### config.mk
export PLATFORM = sky130hd
export DESIGN_NAME = sat_counter
export DESIGN_NICKNAME = d
export VERILOG_FILES = /design/src/rtl/sat_counter.sv
export SDC_FILE = /design/constraint.sdc
export NUM_CORES = 1
export LEC_CHECK = 0
export ABC_AREA = 1
export CORE_MARGIN = 8
export CORE_UTILIZATION = 45
export DETAILED_ROUTE_END_ITERATION = 6
export HOLD_SLACK_MARGIN = 0.1
export PLACE_DENSITY = 0.77
export SLEW_MARGIN = 20
export SYNTH_ARGS = -nofsm -noshare
export SYNTH_HDL_FRONTEND = slang
export SYNTH_SLANG_ARGS = --single-unit
export TNS_END_PERCENT = 100
### constraint.sdc
create_clock -name clk_i -period 2.04 [get_ports clk_i]
set_input_delay 0.51 -clock clk_i [delete_from_list [all_inputs] [get_ports clk_i]]
set_output_delay 0.51 -clock clk_i [all_outputs]
set_load 0.01 [all_outputs]
### src/rtl/sat_counter.sv
// Event counter that sticks at its maximum value instead of wrapping.
module sat_counter #(
  parameter int W = 16
) (
  input  logic         clk_i,
  input  logic         rst_ni,
  input  logic         clr_i,
  input  logic         inc_i,
  output logic [W-1:0] cnt_o
);

  logic [W-1:0] cnt_q;

  // Clear wins over increment; increment stops at all-ones.
  always_ff @(posedge clk_i or negedge rst_ni) begin
    if (!rst_ni) begin
      cnt_q <= '0;
    end else if (clr_i) begin
      cnt_q <= '0;
    end else if (inc_i && (cnt_q != '1)) begin
      cnt_q <= cnt_q + 1'b1;
    end else begin
      cnt_q <= cnt_q;
    end
  end

  assign cnt_o = cnt_q;

endmodule

Word-level counts from Yosys, hierarchy flattened:

Index checks and enable logic that the tools add are counted.

* add/sub/neg operators: 1
* equal/unequal tests: 1
* mux-type cells: 2
* reduce and logical (&&, ||, !) cells: 2

Operator list (number)
* 16-bit 2-to-1 mux: 2
* 16-bit by 1-bit adder with 16-bit output, second input constant: 1
* 16-bit inequality test, second input constant: 1
* 2-bit nonzero test: 1
* 1-bit logical AND: 1

* bits in registers: 16
* input port bits: 4
* output and inout port bits: 16
* word-level logic and storage cells: 7

Longest topological paths before layout:

Gate-level depths: netlist (run 1).

* word-level depth: 4
* mapped depth: 10
* depth with buffers taken out: 9

Worst setup path after synthesis (run 1):

OpenSTA, ideal clock, no wires.

* kind: reg2reg
* from: register cnt_q[1], in the netlist cnt_o[1]
* to: register cnt_q[7], in the netlist cnt_o[7]
* library setup time: 0.066 ns
* arrival time: 1.454 ns
* required time: 1.974 ns
* slack: 0.520 ns
* cell stages (with the launch flop): 11
* buffers on the path: 1
* clock period less this slack: 1.520 ns
* cells stage by stage: dfrtp_1 -> ha_1 -> nand2_2 -> nor2_4 -> nand2_4 -> o21ai_4 -> nand2_4 -> inv_4 -> buf_12 -> nand2_1 -> nand2_1

* cells in the longest elaborated chain, start to end: 3
* elaborated cells between the ends (all ways): 6
* classes of those cells: add/sub: 1; eq/ne: 1; mux: 2; reduce/logical: 2

RTL lines
* start, declared: line 12 `logic [W-1:0] cnt_q;`
* start signal, assigned: line 21 `cnt_q <= cnt_q + 1'b1;`
* start signal, assigned: line 23 `cnt_q <= cnt_q;`
* 16-bit by 1-bit adder with 16-bit output / 16-bit inequality test (equally long branches): line 21, 20
* 16-bit 2-to-1 mux / 1-bit logical AND (equally long branches): line 20 `end else if (inc_i && (cnt_q != '1)) begin`
* 16-bit 2-to-1 mux / 2-bit nonzero test (equally long branches)

Parallel ways exist; a longest one is shown, timed or not. The select of a mux whose other input is x is not followed.
A chain may end at the register's enable or synchronous reset.

Worst setup path after layout (run 1):

* from: register cnt_q[7], in the netlist cnt_o[7]
* to: output port cnt_o[7]

RTL lines
* end, declared: line 9 `output logic [W-1:0] cnt_o`

No word-level cell between the ends.

==> metrics.md, run 1 <==
| Metric | Value |
|---|---|
| Core area | `0.00219 sq mm` |
| Avg Cell Area, Syn | `7.20 sq um` |
| Peak supply drop | `350 uV` |
| Leading area contributor after synthesis | `dfrtp_1` |
| Avg Vias per Cell | `5.08` |
| Number of global-route vias before repair | `962` |
| Crit path max fanout | `7` |
| Largest cells by area after synthesis | `dfrtp_1 39%, nand2_1 20%, nand3_1 5.8%` |
| Setup crit start kind | `flop` |
| Data required, critical path | `1530 ps` |
| Hold buffer count at CTS | `0` |
| Worst Tran Pin Value | `405 ps` |
| I/O pins | `20` |
| Clock skew | `7.53 ps` |
| GRT Residual Overflow | `0` |
| Yosys warns | `0` |
| Ant diodes | `0` |
| Fin crit period | `1860 ps` |
| Outcome | `finished clean` |
| Initial antenna violation count | `0` |
| HPWL after detailed placement | `1940 microns` |
| Most common cell in the netlist | `nand2_1` |
| Post-CTS setup buffer count | `0` |
| Htree depth | `1` |
| Post-place setup slack | `286 ps` |
| Pwr dens | `464 mW/mm^2` |
| Fill cells | `208` |
| CP Class | `flop to output port` |
| Gates resized, CTS repair | `0` |
| Top cell type's share of synthesized area | `38.6%` |
| Pins Over Slew Limit | `0` |
| DIE WIDTH | `64.0 microns` |
| Hold Vio Cnt, Final | `0` |
| Drt drc | `0` |
| Routed Antenna Nets | `0` |
| P&R area growth vs syn | `24.6%` |
| CTS sink count | `16` |
| Maximum number of pins on one net before global-route repair | `17` |
| CP max-delay cell | `clkdlybuf4s50_1` |
| Clk slew on worst S/H paths | `100 ps` |
| Mapped Area | `0.00104 sq mm` |
| Total wire length | `2480 microns` |
| Root Driver | `clkbuf_4` |
| RSZ-0062 raised after global routing | `no` |
| Final setup margin | `175 ps` |
| Yosys reg bits | `16` |
| Max reg flops | `16` |
| Initial Util | `47.3%` |
| Crit end category | `output port` |
| TritonCTS clock tree | `done` |
| Post-synth EDFFs | `0` |
| Max Cap Violations | `0` |
| Chip height | `64.0 microns` |
| Dpl cell area | `0.00126 sq mm` |
| DR vias | `990` |
| Final setup fails | `0` |
| Leading register cell type out of synthesis | `dfrtp_1` |
| Top cells by count, synth | `55 x nand2_1, 16 x dfrtp_1, 14 x nor2_1` |
| Post-Syn Instances | `144` |
| CTS Buf Count | `3` |
| Worst path bufs/invs | `1` |
| IO buf count | `19` |
| Max clock buf depth | `2` |
| Number of DRC markers in iteration 0 | `38` |
| Setup TNS | `0 ps` |
| CP max stage delay | `580 ps` |
| Routed WL per cell | `12.7 microns` |
| Reg-to-Reg Start | `cnt_o[1]$_DFFE_PN0P_` |
| DRT Pass-1 Iters | `4` |
| Skew-Pair Late Insertion Delay | `300 ps` |
| Sequential fraction of the synthesis area | `38.6%` |
| Worst slew margin relative to its limit | `72.8%` |
| Total track usage | `13.5%` |
| Lkg Pwr | `0.606 nW` |
| Nets | `173` |
| Cell Rows | `17` |
| Layout cells sized above 1 | `10.2%` |
| Net Count, Synth | `149` |
| Final period utilization | `91.4%` |
| Design Area, Final | `0.00129 sq mm` |
| HP Class | `input port to asynchronous set/reset pin` |
| Ys async rst share | `100%` |
| Unique masters post-synth | `23` |
| Crit path DAT | `1350 ps` |
| Placer Congestion | `0.880` |
| Die area | `0.00410 sq mm` |
| Max Freq | `536 MHz` |
| Global-route wire length before repair | `4480 microns` |
| Crit-path cells | `clkdlybuf4s50_1` |
| Top delay family on crit path | `buffers and inverters` |
| Critical Path Source | `cnt_o[7]$_DFFE_PN0P_` |
[layout by cell type (no fill, tap or decap), types with 2 or more instances in the layout]
master and n:
xnor2_1 2, buf_4 3, nand4_1 9, nand2_2 2, nand3_1 12, nand2_1 55
o21ai_0 4, nand2_4 2, nor2_4 2, nor2_1 14, o21bai_1 2, clkdlybuf4s50_1 19
clkbuf_4 3, inv_1 11, xor2_1 3, dfrtp_1 16
[where the power goes]
group / leakage, nW / switching [mW] / internal, mW / total (mW)
Clock: 0.0210 / 0.112 / 0.109 / 0.221
Combinational: 0.363 / 0.0318 / 0.0214 / 0.0533
Sequential: 0.222 / 0.00450 / 0.320 / 0.325
[worst paths after layout]
check	endpoint	slack, ps	depth (start not counted)
worst min register to register	cnt_o[12]$_DFFE_PN0P_	570	2
min in group clk_i	cnt_o[12]$_DFFE_PN0P_	570	2
worst min-delay path	cnt_o[14]$_DFFE_PN0P_	510	2
worst max register to register	cnt_o[2]$_DFFE_PN0P_	370	9
max in group asynchronous	cnt_o[10]$_DFFE_PN0P_	1340	2
worst max-delay path	cnt_o[7]	180	1
[metal layers]
metal / track usage, % / part of all wire, % / vias to the layer above
li1: - / - / 509
met3: 3.48 / 5.9 / 5
met4: 7.52 / 2.3 / 0
met1: 15.4 / 43 / 455
met2: 22.5 / 49 / 21
met5: 0 / 0 / -
[metrics by stage]
| stage | cells | power (mW) | hold WS (ps) | utilization, % |
|---|---|---|---|---|
| floorplan | 144 | 0.359 | 214 | - |
| global placement | 191 | 0.384 | 526 | 57.3 |
| detailed placement | 191 | 0.386 | 545 | 57.3 |
| CTS | 195 | 0.607 | 510 | 59.0 |
| global route | 195 | 0.627 | 529 | 59.0 |
| finish | 195 | 0.599 | 508 | 59.0 |
[cells by family after synthesis]
| group | after synthesis | synth area share [%] |
|---|---|---|
| AOI/OAI and AO/OA | 8 | 5.43 |
| xor gates and xnor gates | 5 | 4.22 |
| adders and majority gates | 1 | 1.21 |
| buffers and inverters | 16 | 7.72 |
| and+or+nand+nor | 98 | 42.8 |
| DFF | 16 | 38.6 |
[final cells by class]
class / count / area, sq um / share of cell area, %
Multi-Input combinational cell: 112 / 557 / 43.1
Sequential cell: 16 / 400 / 31.0
Timing Repair Buffer: 22 / 213 / 16.5
Inverter: 13 / 51.3 / 3.97
Clock buffer: 4 / 36.3 / 2.81
Tap cell: 28 / 35.0 / 2.71
No activity file was read; power rests on OpenSTA's default activity.
==> run 2, diff against run 1 <==
CORE_UTILIZATION = 24   (was 45)
PLACE_DENSITY = 0.49   (was 0.77)
==> run 2 against run 1 <==
  * First-iteration DRC count is 11% higher
  * Largest power group unchanged
  * Non-clock buffer count stayed put
  * Critical endpoint unchanged
  * Sequential cell count stayed put
  * Clock-buffer cell count stayed put
  * Global-route usage is 4.6 points lower
  * Sequential share of layout area is 1.1 points lower
  * Critical path type unchanged
==> metrics.md, run 2 (synthesis gave the netlist of run 1 again) <==
| Metric | Value |
|---|---|
| Worst reg-to-reg setup slack | `390 ps` |
| Worst path bufs/invs | `1` |
| Pwr dens | `508 mW/mm^2` |
| Chip height | `81.7 microns` |
| Crit path max fanout | `7` |
| Placer Congestion | `0.806` |
| Lkg Pwr | `0.614 nW` |
| P&R area growth vs syn | `29.3%` |
| Final setup margin | `188 ps` |
| Pins Over Slew Limit | `0` |
| Dpl cell area | `0.00129 sq mm` |
| RSZ-0062 raised after global routing | `no` |
| Clk slew on worst S/H paths | `70 ps` |
| HPWL after detailed placement | `2030 microns` |
| CTS Buf Count | `3` |
| Cell Rows | `24` |
| Post-place setup slack | `361 ps` |
| Reg-to-Reg Start | `cnt_o[1]$_DFFE_PN0P_` |
| Drt drc | `0` |
| Core area | `0.00426 sq mm` |
| Clock skew | `2.73 ps` |
| Post-CTS setup buffer count | `0` |
| Setup crit start kind | `flop` |
| Setup TNS | `0 ps` |
| Outcome | `finished clean` |
| Htree depth | `1` |
| Global-route wire length before repair | `4580 microns` |
| Max clock buf depth | `2` |
| Worst Tran Pin Value | `405 ps` |
| Final core occ | `31.5%` |
| Crit. path cell count | `1` |
| Hold path cells | `2` |
| Crit-path cells | `clkdlybuf4s50_1` |
| Final period utilization | `90.8%` |
| Hold buffer count at CTS | `0` |
| R2R cell count | `9` |
| Fin crit period | `1850 ps` |
| Maximum number of pins on one net before global-route repair | `17` |
| Total track usage | `8.87%` |
| CTS sink count | `16` |
| Initial Util | `24.3%` |
| Skew-Pair Late Insertion Delay | `260 ps` |
| Pwr Total | `682 uW` |
| Data required, critical path | `1530 ps` |
| Root Driver | `clkbuf_8` |
| GRT Residual Overflow | `0` |
| Worst slew margin relative to its limit | `72.8%` |
| Design Area, Final | `0.00134 sq mm` |
| TritonCTS clock tree | `done` |
| I/O pins | `20` |
| Commonest cells after routing, fill and taps aside | `55 x nand2_1, 19 x clkdlybuf4s50_1, 16 x dfrtp_1` |
| Layout cells sized above 1 | `10.2%` |
| Top delay family on crit path | `buffers and inverters` |
| DR vias | `981` |
| DRT Pass-1 Iters | `6` |
| Hold_sp | `cnt_o[14]$_DFFE_PN0P_` |
| Die area | `0.00668 sq mm` |
| Commonest non-fill, non-tap cell in the layout | `nand2_1` |
| Max Cap Violations | `0` |
| Gates resized, CTS repair | `0` |
| CP max stage delay | `590 ps` |
| Hold Vio Cnt, Final | `0` |
| Max Freq | `540 MHz` |
| HP Class | `flop to flop` |
| CP max-delay cell | `clkdlybuf4s50_1` |
| Worst r2r dst | `cnt_o[15]$_DFFE_PN0P_` |
| Routed Antenna Nets | `0` |
| DIE WIDTH | `81.7 microns` |
| Crit end category | `output port` |
| Initial antenna violation count | `0` |
| Total wire length | `2700 microns` |
| Final setup fails | `0` |
| IO buf count | `19` |
| Number of DRC markers in iteration 0 | `42` |
| Avg Vias per Cell | `4.48` |
| Nets | `173` |
| Ant diodes | `0` |
| Peak supply drop | `309 uV` |
| Worst hold path endpoint | `cnt_o[14]$_DFFE_PN0P_` |
| Max reg flops | `16` |
| CP Class | `flop to output port` |
| Crit path DAT | `1340 ps` |
| Routed WL per cell | `12.3 microns` |
| Number of global-route vias before repair | `949` |
run 2: changes by cell type in the layout (fill, tap and decap cells not counted):
cell and delta:
clkbuf_8 +3, clkbuf_4 -3
run 2: how the worst max path moves through the flow:
stage	startpoint	end	slack (ps)
6_report	cnt_o[7]$_DFFE_PN0P_	cnt_o[7]	190
5_1_grt	cnt_o[7]$_DFFE_PN0P_	cnt_o[7]	120
4_1_cts	cnt_o[7]$_DFFE_PN0P_	cnt_o[7]	180
3_5_place_dp	clr_i	cnt_o[2]$_DFFE_PN0P_	360
3_3_place_gp	clr_i	cnt_o[15]$_DFFE_PN0P_	400
2_1_floorplan	cnt_o[1]$_DFFE_PN0P_	cnt_o[7]$_DFFE_PN0P_	520
run 2: layer usage:
metal	up-vias	track usage [%]	share of wire (%)
met5	-	0	0
met4	0	2.63	1.0
met3	2	3.94	8.0
li1	506	-	-
met2	21	13.5	43
met1	452	11.0	48
run 2: through the flow:
step	instances	hold slack, ps
finish	219	560
global route	219	603
CTS	219	565
detailed placement	215	545
global placement	215	535
floorplan	144	214
run 2: final cells by class:
| class | count | area (sq um) |
|---|---|---|
| fillers | 465 | 2920 |
| flip-flops and latches | 16 | 400 |
| well taps | 52 | 65.1 |
| clock buffers | 4 | 55.1 |
| repair buffers | 22 | 213 |
| multi-input cells | 112 | 557 |
| inverters | 13 | 51.3 |
run 2: power by group:
part	total [mW]	switching (mW)	internal (mW)
logic	0.0546	0.0331	0.0215
clock network	0.302	0.131	0.172
registers	0.325	0.00420	0.320
total	0.682	0.168	0.514
==> run 3, diff against run 2 <==
SKIP_CTS_REPAIR_TIMING = 1   (was not set)
==> results of run 3 <==
No change in the layout: final DEF, timing and power equal those of run 2.
